==> src/rtl/hazard_ctrl.sv <==
// Hazard controller for the 5-stage MIPS pipeline.
// Drives PC / IF/ID / ID/EX control from load-use and taken-branch detection,
// tracks the multi-cycle multiply/divide unit, and keeps saturating stall and
// flush performance counters.
module hazard_ctrl #(
  parameter int unsigned MDU_LAT = 32,  // cycles the MDU stays busy after issue (1..255)
  parameter int unsigned CNT_W   = 32   // performance counter width
) (
  input  logic             clk,
  input  logic             rst,              // asynchronous, active-low

  // Instruction in ID
  input  logic [4:0]       id_rs,
  input  logic [4:0]       id_rt,
  input  logic             id_uses_rs,
  input  logic             id_uses_rt,
  input  logic             id_hilo_rd,
  input  logic             id_mdu_op,
  input  logic             id_branch_taken,

  // Instruction in EX
  input  logic             ex_mem_read,
  input  logic [4:0]       ex_rt,
  input  logic             ex_mdu_start,

  // Pipeline control
  output logic             pc_write,
  output logic             if_id_write,
  output logic             if_flush,
  output logic             id_ex_flush,

  // MDU status
  output logic             mdu_busy,
  output logic             mdu_overlap_err,

  // Performance counters
  output logic [CNT_W-1:0] stall_count,
  output logic [CNT_W-1:0] flush_count
);

  // Counter value loaded on issue; the busy window spans MduReload..0.
  localparam logic [7:0]       MduReload = 8'(MDU_LAT - 1);
  localparam logic [CNT_W-1:0] CntOne    = CNT_W'(1);
  localparam logic [CNT_W-1:0] CntMax    = '1;

  typedef enum logic [0:0] {
    StIdle,
    StBusy
  } mdu_state_e;

  mdu_state_e       mdu_state_q, mdu_state_d;
  logic [7:0]       mdu_cnt_q, mdu_cnt_d;
  logic             overlap_err_q, overlap_err_d;
  logic [CNT_W-1:0] stall_cnt_q, stall_cnt_d;
  logic [CNT_W-1:0] flush_cnt_q, flush_cnt_d;

  logic rs_hit;
  logic rt_hit;
  logic load_use;
  logic mdu_hazard;
  logic stall;
  logic branch_flush;

  assign mdu_busy        = (mdu_state_q == StBusy);
  assign mdu_overlap_err = overlap_err_q;
  assign stall_count     = stall_cnt_q;
  assign flush_count     = flush_cnt_q;

  // Hazard detection; a load targeting $0 never produces a dependency.
  always_comb begin
    rs_hit     = id_uses_rs && (ex_rt == id_rs);
    rt_hit     = id_uses_rt && (ex_rt == id_rt);
    load_use   = ex_mem_read && (ex_rt != 5'd0) && (rs_hit || rt_hit);
    mdu_hazard = mdu_busy && (id_hilo_rd || id_mdu_op);
    // Nothing stalls or flushes while reset is held.
    stall        = rst && (load_use || mdu_hazard);
    branch_flush = rst && id_branch_taken && !stall;
  end

  // Pipeline control: reset > stall > branch > normal. A branch seen during a
  // stall is dropped because its operands may be stale; it resolves again later.
  always_comb begin
    pc_write    = 1'b1;
    if_id_write = 1'b1;
    if_flush    = 1'b0;
    id_ex_flush = 1'b0;
    if (stall) begin
      pc_write    = 1'b0;
      if_id_write = 1'b0;
      id_ex_flush = 1'b1;
    end else if (branch_flush) begin
      if_flush    = 1'b1;
    end
  end

  // MDU busy FSM next state. An issue on the final busy cycle is a clean
  // back-to-back op; an issue any earlier overlaps a running op.
  always_comb begin
    mdu_state_d   = mdu_state_q;
    mdu_cnt_d     = mdu_cnt_q;
    overlap_err_d = overlap_err_q;
    unique case (mdu_state_q)
      StIdle: begin
        if (ex_mdu_start) begin
          mdu_state_d = StBusy;
          mdu_cnt_d   = MduReload;
        end
      end
      StBusy: begin
        if (mdu_cnt_q == 8'd0) begin
          if (ex_mdu_start) begin
            mdu_cnt_d   = MduReload;
          end else begin
            mdu_state_d = StIdle;
          end
        end else if (ex_mdu_start) begin
          mdu_cnt_d     = MduReload;
          overlap_err_d = 1'b1;
        end else begin
          mdu_cnt_d     = mdu_cnt_q - 8'd1;
        end
      end
      default: begin
        mdu_state_d = StIdle;
        mdu_cnt_d   = 8'd0;
      end
    endcase
  end

  // Saturating performance counter next state.
  always_comb begin
    stall_cnt_d = stall_cnt_q;
    flush_cnt_d = flush_cnt_q;
    if (stall && (stall_cnt_q != CntMax)) begin
      stall_cnt_d = stall_cnt_q + CntOne;
    end
    if (if_flush && (flush_cnt_q != CntMax)) begin
      flush_cnt_d = flush_cnt_q + CntOne;
    end
  end

  // State registers, cleared asynchronously.
  always_ff @(posedge clk or negedge rst) begin
    if (!rst) begin
      mdu_state_q   <= StIdle;
      mdu_cnt_q     <= 8'd0;
      overlap_err_q <= 1'b0;
      stall_cnt_q   <= '0;
      flush_cnt_q   <= '0;
    end else begin
      mdu_state_q   <= mdu_state_d;
      mdu_cnt_q     <= mdu_cnt_d;
      overlap_err_q <= overlap_err_d;
      stall_cnt_q   <= stall_cnt_d;
      flush_cnt_q   <= flush_cnt_d;
    end
  end

endmodule

==> config.mk <==
export PLATFORM = sky130hd
export DESIGN_NAME = hazard_ctrl
export DESIGN_NICKNAME = d
export VERILOG_FILES = /design/src/rtl/hazard_ctrl.sv
export SDC_FILE = /design/constraint.sdc
export NUM_CORES = 1
export LEC_CHECK = 0
export ABC_AREA = 1
export BUFFER_PORTS_ARGS = -buffer_cell sky130_fd_sc_hd__buf_4
export CORE_UTILIZATION = 40
export DETAILED_ROUTE_END_ITERATION = 10
export PLACE_DENSITY_LB_ADDON = 0.12
export SLEW_MARGIN = 20
export SYNTH_ARGS = -nofsm -noshare
export SYNTH_HDL_FRONTEND = slang
export SYNTH_SLANG_ARGS = --single-unit
export TNS_END_PERCENT = 1
==> constraint.sdc <==
create_clock -name clk -period 4.8 [get_ports clk]
set_clock_uncertainty 0.05 [all_clocks]
set_input_delay 0.96 -clock clk [delete_from_list [all_inputs] [get_ports clk]]
set_output_delay 0.96 -clock clk [all_outputs]
set_load 0.005 [all_outputs]
==> results of run 1 <==
==> worst max-delay path: cells and delay by family <==
kind            cells  cell delay (ns)
simple gates        4             0.48
buf+inv             5             0.49
compound gates      1             0.16
==> worst paths after layout <==
check,startpoint,end,slack (ns),cells past startpoint
hold reg to reg,mdu_cnt_q[0],mdu_cnt_q[0],0.43,2
hold / removal,rst,stall_count[21],0.43,1
setup reg to reg,stall_count[0],stall_count[23],2.24,8
max in group asynchronous,rst,flush_count[26],2.86,3
setup / recovery,ex_rt[3],id_ex_flush,1.69,10
min in group clk,mdu_cnt_q[0],mdu_cnt_q[0],0.43,2
==> power groups by stage <==
| stage | combinational [mW] | clock, mW | sequential (mW) |
|---|---|---|---|
| 6_report | 0.197 | 0.666 | 0.692 |
| 5_1_grt | 0.227 | 0.710 | 0.699 |
| 4_1_cts | 0.198 | 0.684 | 0.692 |
| 3_5_place_dp | 0.197 | 0 | 0.703 |
| 3_3_place_gp | 0.193 | 0 | 0.702 |
| 2_1_floorplan | 0.108 | 0 | 0.696 |
==> logic make-up (layout without fill, tap and decap cells) <==
family,count (synthesis),after routing
buf+inv,78,165
fa+ha+maj,4,4
flops,74,74
compound gates,12,12
xor+xnor,31,31
simple gates,609,609
==> registers in the layout, indices dropped and copies added, names as in the netlist <==
register and count:
stall_count 32, flush_count 32, mdu_cnt_q 8, mdu_overlap_err 1, mdu_busy 1
==> per-stage QoR <==
stage / instances / cell area [µm²]
3_5_place_dp: 1052 / 6050
4_1_cts: 1067 / 6330
3_3_place_gp: 1052 / 6050
6_report: 1067 / 6330
5_1_grt: 1067 / 6330
2_1_floorplan: 808 / 5250
==> cells in the final DEF (no fill, tap or decap) <==
cell and count:
bufinv_16 1, a21oi_1 2, nand2_2 2, nor3_1 3
o21ai_1 1, nor2_1 118, nand3b_1 25, o21ai_0 6
inv_2 2, nor2_4 2, dfrtp_1 74, o31ai_1 1
ha_1 4, nand3_1 18, xor2_1 20, clkbuf_16 9
clkinv_2 2, clkinv_1 1, nand2b_4 1, clkbuf_1 2
o21bai_1 1, nand4_1 74, nor2_2 2, inv_1 49
buf_4 98, nand2_1 359, a21oi_2 1, xnor2_1 11
nand4_2 2, clkbuf_8 1, nand3_2 2, and2_1 1
==> cell type report <==
class	instances	area (µm²)
fillers	1341	6390
multi-input cells	656	3050
flip-flops and latches	74	1850
repair buffers	98	736
clock buffers	12	246
well taps	172	215
inverters	52	195
clock inverters	3	40.0
==> layer usage <==
layer	vias up	track usage, %
li1	2773	-
met2	170	32.6
met5	-	0
met3	16	4.10
met1	2447	32.2
met4	0	9.28
==> results_dict.tcl, run 1 <==
set metrics [dict create \
    wl_per_cell_um 13.3 \
    synth_fa_ha_area_share_pct 0.953 \
    ys_types 31 \
    synth-simple-area-share_pct 50.6 \
    slowest_delay_ns 0.16 \
    ioPinCount 94 \
    tns_ns 0 \
    synth.area.top_cells "dfrtp_1 35%, nand2_1 26%, nand4_1 8.8%, nor2_1 8.4%, nand3b_1 3.6%" \
    worstHoldPathType "in -> async" \
    pre_cts_ws_ns 1.59 \
    crit_top_cell "inv_1" \
    synth_compound_area_share_pct 1.31 \
    clock_latency_ns 0.34 \
    power_leakage_nw 3.18 \
    synthesis.nets 836 \
    max-slew-margin-rel_pct 35.4 \
    drv_slew 0 \
    crit_fanout 4 \
    maxCapViolations 0 \
    dr_wl_met2_um 5940 \
    die_h_um 117 \
    drc 0 \
    vias_per_cell 5.07 \
    grt_use_total_pct 22.3 \
    core_um2 12700 \
    internal-power_mw 1.15 \
    final_util_pct 49.8 \
    routed_wl_um 14200 \
    synth_cells 808 \
    netlist_area_um2 5250 \
    initial_core_util_pct 41.3 \
    power_frac_clock_pct 42.8 \
    fin_crit_ns 3.11 \
    finalSetupViolCount 0 \
    wl_met3_um 830 \
    synth_top_cell_area_share_pct 35.2 \
    p_seq_share_pct 44.5 \
    final_nets 919 \
    met1_length_um 7190 \
    dp_hpwl_um 10600 \
    cp.required_ns 3.79 \
    post-route-period-util_pct 64.7 \
    power_density_nw_per_um2 246 \
    ant_nets 0 \
    cts_buffers 9 \
    cts_tree "built" \
    seq_area_frac_synth_pct 35.2 \
    gp_congestion 0.949 \
    dr_total_vias 5406 \
    setup_ws_ns 1.69 \
    yosysTopAreaCell "dfrtp_1" \
    cp_data_arrival_time_ns 2.10 \
    hold_viol 0 \
    crit_path_cell_trace "buf_4, inv_1, nand4_1, o21ai_0, inv_1, nand2_1, nand2_2, nand2_1, inv_1, buf_4" \
    fp-row-count 41 \
    timing.hold.ws_ns 0.431 \
    drt_iter0_drc 396 \
    grt_pass1_wl_um 23700 \
    top_layer "met4" \
    power.switching_mw 0.406 \
    rsz0062_at_grt "false" \
    synthMuxAreaShare_pct 0 \
    yosysMostFrequentCell "nand2_1" \
    portBuffers 93 \
    grt_antenna_before_repair 0 \
    grt-ovfl-total 0 \
    async_reset_ff_share_pct 100 \
    synthTopCellsByCount "359 x nand2_1, 118 x nor2_1, 74 x dfrtp_1, 74 x nand4_1, 49 x inv_1" \
    cts.sinks 74 \
    postCtsHoldBufs 0 \
    antennaDiodeCount 0 \
    synth_edf_count 0 \
    cts_root_buffer "clkbuf_16" \
    p_total_mw 1.55 \
    dr.pass1.iters 5 \
    clockBufferDepth 2 \
    avgSynthCellArea_um2 6.50 \
    area_delta_synth_final_pct 20.6 \
    irDropWorstVdd_uv 117 \
    cpMaxStageDelayCell "o21ai_0" \
    timing.fmax_mhz 322 \
    tightest_slew_ns 0.963 \
    cp-start-kind "primary input" \
    synthFlopType "dfrtp_1" \
    setup.worst_path.end_class "output port" \
    cts_max_level 3 \
    grt_max_degree 51 \
    ys_warn_count 0 \
    ys_seq_elements 74 \
    postCtsSetupBuffers 0 \
    post_cts_resized 0 \
    outcome "completed" \
    die-area_um2 13600 \
    path_clk_slew_ns 0.06 \
    power.share.switching_pct 26.1 \
    grt_pass1_vias 4921 \
    synth-xor-area-share_pct 5.17 \
    die_x_um 117 \
    path_class "in -> out" \
    synth_top_family_by_area "simple AND/OR/NAND/NOR gates" \
    combinationalPowerShare_pct 12.7 \
    layout-drive-gt1-share_pct 14.0 \
]
(Power assumes the default switching activity.)
==> inputs of run 2 (changes only) <==
==> constraint.sdc (replaced) <==
create_clock -name clk -period 2.6 [get_ports clk]
set_clock_uncertainty 0.05 [all_clocks]
set_input_delay 0.52 -clock clk [delete_from_list [all_inputs] [get_ports clk]]
set_output_delay 0.52 -clock clk [all_outputs]
set_load 0.005 [all_outputs]
==> results_dict.tcl, run 2 (synthesized netlist as in run 1, its figures left out) <==
set metrics [dict create \
    outcome "completed" \
    path_class "reg -> reg" \
    tns_ns 0 \
    reg2reg_from "flush_count[0]" \
    dr.pass1.iters 5 \
    post_cts_resized 0 \
    cts_buffers 9 \
    cp.required_ns 2.82 \
    ioPinCount 94 \
    crit_fanout 31 \
    rrSetupSlack_ns 0.33 \
    fin_crit_ns 2.27 \
    postCtsSetupBuffers 0 \
    initial_core_util_pct 41.3 \
    setup.worst_path.end_class "flop" \
    drc 0 \
    clock_latency_ns 0.33 \
    crit-reg2reg-capture "flush_count[6]" \
    post-route-period-util_pct 87.3 \
    antennaDiodeCount 0 \
    max-slew-margin-rel_pct 57.4 \
    crit_end "flush_count[6]" \
    timing.fmax_mhz 440 \
    gp_congestion 0.904 \
    grt_antenna_before_repair 0 \
    cts_tree "built" \
    tightest_slew_ns 0.638 \
    wl_per_cell_um 13.4 \
    critPathLaunch "flush_count[0]" \
    portBuffers 93 \
    worstHoldPathType "in -> reg" \
    num-fill-cells 1366 \
    dp_hpwl_um 10600 \
    vias_per_cell 5.10 \
    cp_data_arrival_time_ns 2.49 \
    final_util_pct 50.1 \
    drv_slew 0 \
    crit_path_cell_trace "ha_1, nand3_2, nor2_4, nand2_1, nor2_2, nand4_2, nand4_2, buf_4, nand2_1, nand2_1" \
    placed_area_um2 6080 \
    grt_use_total_pct 22.3 \
    clockBufferDepth 2 \
    fp-row-count 41 \
    final_common_cell "nand2_1" \
    irDropWorstVdd_uv 256 \
    layout-drive-gt1-share_pct 14.2 \
    path_clk_slew_ns 0.06 \
    die_x_um 117 \
    crit_top_cell "nand2_1" \
    path_delay_family "simple AND/OR/NAND/NOR gates" \
    cp_num_buf_inv 1 \
    stdcell_area_um2 6380 \
    drt_iter0_drc 372 \
    hold_depth 2 \
    cp-start-kind "flop" \
    final_nets 923 \
    rsz0062_at_grt "false" \
    final_cell_mix "359 x nand2_1, 118 x nor2_1, 100 x buf_4" \
    maxCapViolations 0 \
    die-area_um2 13600 \
    core_um2 12700 \
    grt-ovfl-total 0 \
    worst-path-stages 10 \
    finalSetupViolCount 0 \
    slowest_delay_ns 0.46 \
    place_inst 1055 \
    grt_pass1_vias 4943 \
    cts.sinks 74 \
    layout.cells.non_filler 1071 \
    ff2ff_path_depth 10 \
    hold_viol 0 \
    ant_nets 0 \
    die_h_um 117 \
    grt_max_degree 98 \
    cpMaxStageDelayCell "dfrtp_1" \
    area_delta_synth_final_pct 21.4 \
    power_leakage_nw 3.20 \
    grt_pass1_wl_um 23800 \
    dr_total_vias 5467 \
    cts_root_buffer "clkbuf_16" \
    cts_max_level 3 \
    routed_wl_um 14400 \
    power_density_nw_per_um2 452 \
]
## run 2: timing repair
action | CTS | global route
endpoints found under the setup margin | 0 | 0
endpoints found under the hold margin | 4 | 0
hold buffers | 1 | 0
## run 2: report_power, final
group	switching (mW)	internal, mW	total [mW]
clock network	0.472	0.761	1.23
registers	0.0763	1.20	1.28
logic	0.204	0.165	0.369
## run 2: per-stage QoR
step | hold WS (ns) | power (mW) | worst slack [ns]
after global routing | 0.373 | 3.03 | 0.124
after detailed placement | 0.340 | 1.67 | 0.344
after floorplan | 0.174 | 1.49 | 0.448
final | 0.363 | 2.88 | 0.329
after global placement | 0.338 | 1.66 | 0.405
after CTS | 0.344 | 2.92 | 0.341
## run 2: layout make-up
| class | count | area, µm² | share of cell area (%) |
|---|---|---|---|
| inverters | 52 | 195 | 3.06 |
| clock inverters | 3 | 40.0 | 0.628 |
| multi-input cells | 656 | 3050 | 47.8 |
| repair buffers | 102 | 781 | 12.2 |
| clock buffers | 12 | 246 | 3.86 |
| well taps | 172 | 215 | 3.37 |
| flip-flops and latches | 74 | 1850 | 29.0 |
## run 2: worst min-delay path by stage
stage | from | end | slack [ns]
finish | ex_mdu_start | mdu_cnt_q[7] | 0.36
global route | ex_mdu_start | mdu_cnt_q[7] | 0.37
CTS | ex_mdu_start | mdu_cnt_q[7] | 0.34
detailed placement | rst | stall_count[29] | 0.34
global placement | rst | stall_count[29] | 0.34
floorplan | rst | flush_count[0] | 0.17
## run 2: routing by layer
layer	GRT usage [%]	part of all wire, %	wire length [µm]	vias up
li1	-	-	-	2768
met1	32.7	51	7340	2572
met2	33.7	44	6250	117
met3	2.80	4.1	583	10
met4	8.02	1.3	180	0
met5	0	0	0	-
